===== config.mk =====
export PLATFORM = sky130hd
export DESIGN_NAME = clint_flat
export DESIGN_NICKNAME = d
export VERILOG_FILES = /design/src/rtl/clint_if.sv /design/src/rtl/clint.sv /design/src/flat_wrapper.sv
export SDC_FILE = /design/constraint.sdc
export NUM_CORES = 1
export LEC_CHECK = 0
export ABC_AREA = 1
export CAP_MARGIN = 20
export CORE_MARGIN = 1.5
export CORE_UTILIZATION = 51
export DETAILED_ROUTE_END_ITERATION = 8
export DONT_BUFFER_PORTS = 1
export PLACE_DENSITY_LB_ADDON = 0.1
export SYNTH_ARGS = -nofsm -noshare
export SYNTH_HDL_FRONTEND = slang
export SYNTH_SLANG_ARGS = --single-unit

===== constraint.sdc =====
create_clock -name clk -period 2.8 [get_ports clk]
set_input_delay 0.42 -clock clk [delete_from_list [all_inputs] [get_ports clk]]
set_output_delay 0.42 -clock clk [all_outputs]
set_load 0.02 [all_outputs]

===== src/rtl/clint_if.sv =====
`default_nettype none
// ============================================================================
// Module      : clint_if
// Description : Valid/ready request/response bus used to reach the CLINT
//               register window (one outstanding transaction).
// Revision    : 1.0 - initial release
// ============================================================================
interface clint_if;
   // Request channel
   logic        req_valid;
   logic        req_ready;
   logic        req_write;
   logic [15:0] req_addr;
   logic [31:0] req_wdata;
   logic [3:0]  req_wstrb;

   // Response channel
   logic        resp_valid;
   logic        resp_ready;
   logic [31:0] resp_rdata;
   logic        resp_error;

   // Bus initiator (core data port or testbench)
   modport master (
      output req_valid,
      input  req_ready,
      output req_write,
      output req_addr,
      output req_wdata,
      output req_wstrb,
      input  resp_valid,
      output resp_ready,
      input  resp_rdata,
      input  resp_error
   );

   // Bus target (the CLINT)
   modport slave (
      input  req_valid,
      output req_ready,
      input  req_write,
      input  req_addr,
      input  req_wdata,
      input  req_wstrb,
      output resp_valid,
      input  resp_ready,
      output resp_rdata,
      output resp_error
   );
endinterface
`default_nettype wire


===== src/rtl/clint.sv =====
`default_nettype none
// ============================================================================
// Module      : clint
// Description : Core-local interruptor for a single hart. Holds the
//               memory-mapped mtime / mtimecmp / msip registers behind a
//               valid/ready slave bus and drives the level timer and software
//               interrupt lines into the machine-mode CSR unit.
// Revision    : 1.0 - initial release
// ============================================================================
module clint #(
   parameter int unsigned TICK_DIV  = 1,         // clk cycles per mtime increment (>=1)
   parameter logic [15:0] BASE_MASK = 16'hFFFF   // address bits taking part in decode
) (
   input  wire logic clk,
   input  wire logic reset,
   clint_if.slave    bus,
   output logic      timer_interrupt,
   output logic      software_interrupt
);

   // -------------------------------------------------------------------------
   // Register map (byte offsets inside the CLINT window)
   // -------------------------------------------------------------------------
   localparam logic [15:0] C_OFF_MSIP       = 16'h0000;
   localparam logic [15:0] C_OFF_MTIMECMP_L = 16'h4000;
   localparam logic [15:0] C_OFF_MTIMECMP_H = 16'h4004;
   localparam logic [15:0] C_OFF_MTIME_L    = 16'hBFF8;
   localparam logic [15:0] C_OFF_MTIME_H    = 16'hBFFC;

   localparam logic [63:0] C_MTIMECMP_RST   = 64'hFFFF_FFFF_FFFF_FFFF;

   // -------------------------------------------------------------------------
   // Architectural state
   // -------------------------------------------------------------------------
   logic [63:0] r_mtime;
   logic [63:0] r_mtimecmp;
   logic        r_msip;
   logic        r_timer_irq;
   logic        r_soft_irq;

   // Response holding registers; r_resp_valid doubles as the "busy" flag
   logic        r_resp_valid;
   logic [31:0] r_resp_rdata;
   logic        r_resp_error;

   // -------------------------------------------------------------------------
   // Combinational helpers
   // -------------------------------------------------------------------------
   logic        w_tick;
   logic [15:0] w_addr;
   logic        w_aligned;
   logic        w_hit_msip;
   logic        w_hit_cmp_lo;
   logic        w_hit_cmp_hi;
   logic        w_hit_time_lo;
   logic        w_hit_time_hi;
   logic        w_mapped;
   logic        w_error;
   logic        w_accept;
   logic        w_wr;
   logic [31:0] w_rdata;
   logic [63:0] w_mtime_nxt;
   logic [63:0] w_mtimecmp_nxt;
   logic        w_msip_nxt;

   // Replace the strobed bytes of old_v with the matching bytes of new_v
   function automatic logic [31:0] f_merge(input logic [31:0] old_v,
                                           input logic [31:0] new_v,
                                           input logic [3:0]  strb);
      logic [31:0] res;
      res = old_v;
      for (int b = 0; b < 4; b++) begin
         if (strb[b]) begin
            res[b*8 +: 8] = new_v[b*8 +: 8];
         end
      end
      return res;
   endfunction

   // -------------------------------------------------------------------------
   // mtime prescaler: a single tick strobe every TICK_DIV cycles
   // -------------------------------------------------------------------------
   generate
      if (TICK_DIV <= 1) begin : g_tick_every_cycle
         assign w_tick = 1'b1;
      end else begin : g_tick_prescaler
         localparam int unsigned C_PW = $clog2(TICK_DIV);
         localparam logic [C_PW-1:0] C_PS_LAST = C_PW'(TICK_DIV - 1);

         logic [C_PW-1:0] r_prescaler;

         // Count 0..TICK_DIV-1 and wrap; the wrap cycle is the tick
         always_ff @(posedge clk) begin
            if (reset) begin
               r_prescaler <= '0;
            end else if (r_prescaler == C_PS_LAST) begin
               r_prescaler <= '0;
            end else begin
               r_prescaler <= r_prescaler + 1'b1;
            end
         end

         assign w_tick = (r_prescaler == C_PS_LAST);
      end
   endgenerate

   // -------------------------------------------------------------------------
   // Address decode. Misaligned accesses never hit, so they report an error
   // and leave every register untouched.
   // -------------------------------------------------------------------------
   assign w_addr        = bus.req_addr & BASE_MASK;
   assign w_aligned     = (bus.req_addr[1:0] == 2'b00);
   assign w_hit_msip    = w_aligned && (w_addr == C_OFF_MSIP);
   assign w_hit_cmp_lo  = w_aligned && (w_addr == C_OFF_MTIMECMP_L);
   assign w_hit_cmp_hi  = w_aligned && (w_addr == C_OFF_MTIMECMP_H);
   assign w_hit_time_lo = w_aligned && (w_addr == C_OFF_MTIME_L);
   assign w_hit_time_hi = w_aligned && (w_addr == C_OFF_MTIME_H);
   assign w_mapped      = w_hit_msip | w_hit_cmp_lo | w_hit_cmp_hi
                        | w_hit_time_lo | w_hit_time_hi;
   assign w_error       = !w_mapped;

   // Only one transaction in flight: accept only while no response is held
   assign w_accept      = bus.req_valid && !r_resp_valid;
   assign w_wr          = w_accept && bus.req_write && w_mapped;

   // Read mux of the current (pre-update) register values
   always_comb begin
      w_rdata = 32'h0;
      if (w_hit_msip)    w_rdata = {31'h0, r_msip};
      if (w_hit_cmp_lo)  w_rdata = r_mtimecmp[31:0];
      if (w_hit_cmp_hi)  w_rdata = r_mtimecmp[63:32];
      if (w_hit_time_lo) w_rdata = r_mtime[31:0];
      if (w_hit_time_hi) w_rdata = r_mtime[63:32];
   end

   // Next mtime: free-running increment, overridden by a half write. A half
   // write freezes the other half at its pre-tick value, so no carry crosses.
   always_comb begin
      w_mtime_nxt = w_tick ? (r_mtime + 64'd1) : r_mtime;
      if (w_wr && w_hit_time_lo) begin
         w_mtime_nxt = {r_mtime[63:32],
                        f_merge(r_mtime[31:0], bus.req_wdata, bus.req_wstrb)};
      end
      if (w_wr && w_hit_time_hi) begin
         w_mtime_nxt = {f_merge(r_mtime[63:32], bus.req_wdata, bus.req_wstrb),
                        r_mtime[31:0]};
      end
   end

   // Next mtimecmp and msip: byte-strobed writes only
   always_comb begin
      w_mtimecmp_nxt = r_mtimecmp;
      w_msip_nxt     = r_msip;
      if (w_wr && w_hit_cmp_lo) begin
         w_mtimecmp_nxt[31:0]  = f_merge(r_mtimecmp[31:0], bus.req_wdata, bus.req_wstrb);
      end
      if (w_wr && w_hit_cmp_hi) begin
         w_mtimecmp_nxt[63:32] = f_merge(r_mtimecmp[63:32], bus.req_wdata, bus.req_wstrb);
      end
      if (w_wr && w_hit_msip && bus.req_wstrb[0]) begin
         w_msip_nxt = bus.req_wdata[0];
      end
   end

   // -------------------------------------------------------------------------
   // Timer/software state registers
   // -------------------------------------------------------------------------
   // Commit register updates; interrupts compare the registered values and
   // therefore follow any change one cycle later
   always_ff @(posedge clk) begin
      if (reset) begin
         r_mtime     <= 64'h0;
         r_mtimecmp  <= C_MTIMECMP_RST;
         r_msip      <= 1'b0;
         r_timer_irq <= 1'b0;
         r_soft_irq  <= 1'b0;
      end else begin
         r_mtime     <= w_mtime_nxt;
         r_mtimecmp  <= w_mtimecmp_nxt;
         r_msip      <= w_msip_nxt;
         r_timer_irq <= (r_mtime >= r_mtimecmp);
         r_soft_irq  <= r_msip;
      end
   end

   // -------------------------------------------------------------------------
   // Response channel
   // -------------------------------------------------------------------------
   // Capture the response on accept and hold it stable until it is consumed
   always_ff @(posedge clk) begin
      if (reset) begin
         r_resp_valid <= 1'b0;
         r_resp_rdata <= 32'h0;
         r_resp_error <= 1'b0;
      end else if (w_accept) begin
         r_resp_valid <= 1'b1;
         r_resp_rdata <= (bus.req_write || w_error) ? 32'h0 : w_rdata;
         r_resp_error <= w_error;
      end else if (r_resp_valid && bus.resp_ready) begin
         r_resp_valid <= 1'b0;
      end
   end

   assign bus.req_ready      = !r_resp_valid;
   assign bus.resp_valid     = r_resp_valid;
   assign bus.resp_rdata     = r_resp_rdata;
   assign bus.resp_error     = r_resp_error;

   assign timer_interrupt    = r_timer_irq;
   assign software_interrupt = r_soft_irq;

endmodule
`default_nettype wire


===== src/flat_wrapper.sv =====
// flat-port wrapper written by rule: the top's interface ports become plain ports
module clint_flat 
#(
   parameter int unsigned TICK_DIV  = 1,                                                
   parameter logic [15:0] BASE_MASK = 16'hFFFF                                        
)
  (clk, reset, timer_interrupt, software_interrupt, bus_req_valid, bus_req_ready, bus_req_write, bus_req_addr, bus_req_wdata, bus_req_wstrb, bus_resp_valid, bus_resp_ready, bus_resp_rdata, bus_resp_error);
  clint_if bus_i ();
  input  wire logic clk;
  input  wire logic reset;
  output logic timer_interrupt;
  output logic software_interrupt;
  input wire logic [$bits(bus_i.req_valid)-1:0] bus_req_valid;
  output wire logic [$bits(bus_i.req_ready)-1:0] bus_req_ready;
  input wire logic [$bits(bus_i.req_write)-1:0] bus_req_write;
  input wire logic [$bits(bus_i.req_addr)-1:0] bus_req_addr;
  input wire logic [$bits(bus_i.req_wdata)-1:0] bus_req_wdata;
  input wire logic [$bits(bus_i.req_wstrb)-1:0] bus_req_wstrb;
  output wire logic [$bits(bus_i.resp_valid)-1:0] bus_resp_valid;
  input wire logic [$bits(bus_i.resp_ready)-1:0] bus_resp_ready;
  output wire logic [$bits(bus_i.resp_rdata)-1:0] bus_resp_rdata;
  output wire logic [$bits(bus_i.resp_error)-1:0] bus_resp_error;
  assign bus_i.req_valid = bus_req_valid;
  assign bus_req_ready = bus_i.req_ready;
  assign bus_i.req_write = bus_req_write;
  assign bus_i.req_addr = bus_req_addr;
  assign bus_i.req_wdata = bus_req_wdata;
  assign bus_i.req_wstrb = bus_req_wstrb;
  assign bus_resp_valid = bus_i.resp_valid;
  assign bus_i.resp_ready = bus_resp_ready;
  assign bus_resp_rdata = bus_i.resp_rdata;
  assign bus_resp_error = bus_i.resp_error;
  clint #(.TICK_DIV(TICK_DIV), .BASE_MASK(BASE_MASK)) u_core (.clk(clk), .reset(reset), .bus(bus_i), .timer_interrupt(timer_interrupt), .software_interrupt(software_interrupt));
endmodule

Word level (Yosys, flattened, before mapping)
Index checks and enable logic that the tools add are counted.

Register bits: 165. Bits in latches: 0. RAM bits: 0. ROM bits: 0. Output and inout bits: 37. Logic and storage cells: 93. Memories kept: 0.

Add/sub/neg operators: 1. $mul: 0. Divide/modulo/power cells: 0. $lt $le $gt $ge: 1. Equality and inequality tests: 13. Shift operators: 0. Muxes and demuxes: 14. Bitwise gates (word level): 5. Reductions and logical operators: 37.

Operators by type and width (count): two-way mux 32 bit (5); two-way mux 64 bit (2); adder 64 x 1 -> 64 bit, second input constant (1); greater-or-equal comparator 64 bit (1); equality test 16 x 15 -> 1 bit, second input constant (2); equality test 16 bit, second input constant (2); two-way mux 8 bit (4); AND reduction 2 bit (16); != test 2 bit, second input constant (9); logical NOT 16 bit (1); logical AND 1 bit (15); bitwise OR 1 bit (4); two-way mux 1 bit (3); logical NOT 1 bit (2); logical NOT 2 bit (1); nonzero test 2 bit (1); logical OR 1 bit (1); inverter 1 bit (1).

Logic depth before layout (Yosys ltp)
Depth after elaboration: 10. Gate-level depth with buffers: 15. Depth with buffers taken out: 15.

Least setup slack after synthesis
OpenSTA, ideal clock, no wires.

Path type: register to register. Start point: reg u_core.r_mtime[0]. End point: reg u_core.r_mtime[32]. Library setup time: 0.070 ns. Arrival time: 1.916 ns. Data required time: 2.730 ns. Setup slack: 0.814 ns. Cell stages (with the launch flop): 12. Cell sequence: dfxtp_1 -> ha_1 -> inv_1 -> nor2_1 -> nand2_1 -> nor2_1 -> nand2_1 -> xor2_1 -> nand3b_1 -> nand2_1 -> nand2_1 -> a21oi_1.

Cells in the longest elaborated chain, start to end: 3.

Ends and longest elaborated chain: start, declared (line clint.sv:35) `logic [63:0] r_mtime;`; start signal, assigned (line clint.sv:178) `r_mtime <= w_mtime_nxt;`; adder 64 x 1 -> 64 bit (line clint.sv:139) `w_mtime_nxt = w_tick ? (r_mtime + 64'd1) : r_mtime;`; two-way mux 64 bit (line clint.sv:140) `if (w_wr && w_hit_time_lo) begin`; two-way mux 64 bit (line clint.sv:144) `if (w_wr && w_hit_time_hi) begin`.

No other way between the ends. The select of a mux whose other input is x is not followed. A chain may end at the register's enable or synchronous reset.

Worst setup path after layout
Start point: reg u_core.r_mtime[0]. End point: reg u_core.r_mtime[60].

The elaborated chain is that of the path after synthesis.

==> metrics.cfg <==
[clock_network]
cts_hold_buffers = 0
htreeDepth = 4
cts.repair.resized = 0
cts_sinks = 165
cts_root_buffer = clkbuf_16
cts_buffer_depth = 2
cts_setup_buffers = 0
cts_tree = built
insertion_delay_ns = 0.44
path_clk_slew_ns = 0.07
numCtsBuffers = 17

[floorplanning]
start_util_pct = 51.8
fp.dieArea_um2 = 23800
ios = 94
dieWidth_um = 154
die_h_um = 154
rows = 55
coreArea_um2 = 22500

[yosys]
synth-seq-cells = 165
synth_cell_types = 37
async_flop_share_pct = 0
synthTopCellsByArea = dfxtp_1, nand2_1, nor2_1
synth.avg_cell_area_um2 = 6.26
synth_common_cells = nand2_1, nor2_1, inv_1, dfxtp_1, a21oi_1
yosysMostFrequentCell = nand2_1
synth-seq-area-share_pct = 28.3
synth.top_cell.area_share_pct = 28.3
synth.cell_area_um2 = 11700
yosysTopAreaCell = dfxtp_1
synth-main-ff-cell = dfxtp_1
yosysWarnings = 0
netlist_instances = 1861
synth-edff-count = 0
syn-num-nets = 1983

[sta]
rsz0062_at_grt = no
setup_tns_ns = 0
fin_crit_ns = 2.62
finalCritPeriodShare_pct = 93.5
fmax_mhz = 382
tightest_slew_ns = 0.792
finalSetupViolCount = 0
final_max_slew_viol_count = 0
relSlewSlack_pct = 47.2
hold_viol = 0
clock_skew_ns = 0.0136

[critical_path]
rr_worst_depth = 12
worstPathRequired_ns = 3.17
crit_type = register to register
worst-path-max-fanout = 7
worstPathArrival_ns = 2.99
rr_endpoint = u_core.r_mtime[60]
worst-r2r-setup-slack_ns = 0.18
regToRegStartpoint = u_core.r_mtime[0]
cp-end-kind = register
startpoint_type = register

[route]
route.detailed.drc = 0
wire_per_inst_um = 20.2
viasPerCell = 5.79
num_vias = 12400
drt_iter0_drc = 1193
wl_um = 43200
antenna_left = 0
dr.pass1.iters = 9

[placement]
port_buffers = 0
hpwl_um = 33600
dp_cells = 2106
gp_congestion = 1.03

[global_routing]
grt_max_degree = 87
grt_first_pass_wirelength_um = 66900
grt-ovfl-total = 0
track_usage_pct = 36.9
grt_pass1_vias = 11400
antenna_found_initial = 1

[power_and_ir_drop]
leakagePower_nw = 5.90
comb_power_share_pct = 2.6
p_int_mw = 3.56
cellPowerDensity_nw_per_um2 = 385
power_frac_seq_pct = 49.0
clock_power_share_pct = 48.4
power.switching_mw = 1.26
ir_drop_uv = 386
p_sw_share_pct = 26.0

[cells_and_area]
area_growth_pct = 7.44
fillers = 2257
layout.cells.non_filler = 2139
drive_gt1_share_pct = 5.77
nets = 1962

[outcome]
status = finished clean

[worst_hold_path]
hold-path-endpoint = u_core.r_mtime[23]
min_path_cells = 1
hp-class = input pin to register
hold_start = reset

[run]
cap_violations = 0

cells in the final DEF (no fill, tap or decap), types with 5 or more instances in the layout:
cell and count:
nand3_1 136, a22oi_1 18, ha_1 65, dfxtp_1 165, inv_2 10, o21ai_1 24
xnor2_1 5, inv_1 193, nand4_1 32, nand3b_1 20, nor2_2 8, nand2_1 521
clkbuf_16 17, nand2_2 13, o211ai_1 64, a21oi_1 159, xor2_1 39, nor3_1 12
inv_8 6, nor2_1 226, o21ai_0 58, buf_4 29
per-layer routing:
layer	wire [um]	part of all wire, %	GRT usage, %	up-vias
met5	0	0	0	-
met4	1550	3.6	14.1	0
met3	3270	7.6	5.44	80
met2	19500	45	59.4	529
met1	18800	44	50.1	5706
li1	-	-	-	6066
state kept, by name, summed over array words and instances (netlist names):
signal                     cells
u_core.bus.resp_rdata         32
u_core.timer_interrupt         1
u_core.r_mtime                64
u_core.r_msip                  1
u_core.r_mtimecmp             64
u_core.bus.resp_valid          1
u_core.software_interrupt      1
u_core.bus.resp_error          1
power groups by stage:
stage	logic [mW]	clock network, mW	registers [mW]
6_report	0.127	2.33	2.36
5_1_grt	0.140	2.46	2.36
4_1_cts	0.125	2.35	2.36
3_5_place_dp	0.124	0	2.42
3_3_place_gp	0.124	0	2.42
2_1_floorplan	0.104	0	2.41
metrics by stage:
stage	util (%)	hold slack [ns]	area, um^2	power, mW	setup slack, ns
CTS	55.6	0.0419	12500	4.84	0.285
global route	55.6	0.0407	12500	4.96	0.0590
detailed placement	53.1	0.446	12000	2.54	0.289
floorplan	-	0.413	11700	2.52	0.814
finish	55.6	0.0494	12500	4.82	0.182
global placement	53.1	0.443	12000	2.54	0.332
area by class of cell:
cell class / instances / area [um^2] / share of cell area, %
clock inverters: 14 / 134 / 1.07
inverters: 203 / 762 / 6.09
well taps: 285 / 357 / 2.85
diodes: 1 / 2.50 / 0.0200
clock buffers: 18 / 429 / 3.43
flip-flops and latches: 165 / 3300 / 26.4
repair buffers: 32 / 278 / 2.22
multi-input cells: 1421 / 7260 / 58.0
critical path, cell delays in order (launching register included):
cell     delay, ns
dfxtp_1       0.46
ha_1          0.36
inv_1         0.10
nor2_1        0.26
inv_1         0.07
nor2_1        0.37
nand2_1       0.28
nor2_1        0.19
xor2_1        0.15
nand3_1       0.09
nand3_1       0.10
nand2_1       0.05
inv_1         0.07
how the worst max path moves through the flow:
| stage | to | slack [ns] | start | depth (start not counted) |
|---|---|---|---|---|
| global placement | u_core.r_mtime[60] | 0.33 | u_core.r_mtime[0] | 12 |
| global route | u_core.r_mtime[60] | 0.06 | u_core.r_mtime[0] | 12 |
| finish | u_core.r_mtime[60] | 0.18 | u_core.r_mtime[0] | 12 |
| floorplan | u_core.r_mtime[32] | 0.81 | u_core.r_mtime[0] | 11 |
| detailed placement | u_core.r_mtime[17] | 0.29 | bus_req_addr[1] | 13 |
| CTS | u_core.r_mtime[60] | 0.28 | u_core.r_mtime[0] | 12 |
logic make-up (layout without fill, tap and decap cells):
kind of cell / count (synthesis) / in the layout / share of synthesized area, %
other cells: 0 / 1 / 0
simple gates: 977 / 977 / 35.4
xor+xnor: 44 / 44 / 3.31
flops: 165 / 165 / 28.3
fa+ha+maj: 65 / 65 / 6.98
compound gates: 335 / 335 / 16.4
buf+inv: 275 / 267 / 9.49
No activity file was read; power rests on OpenSTA's default activity.
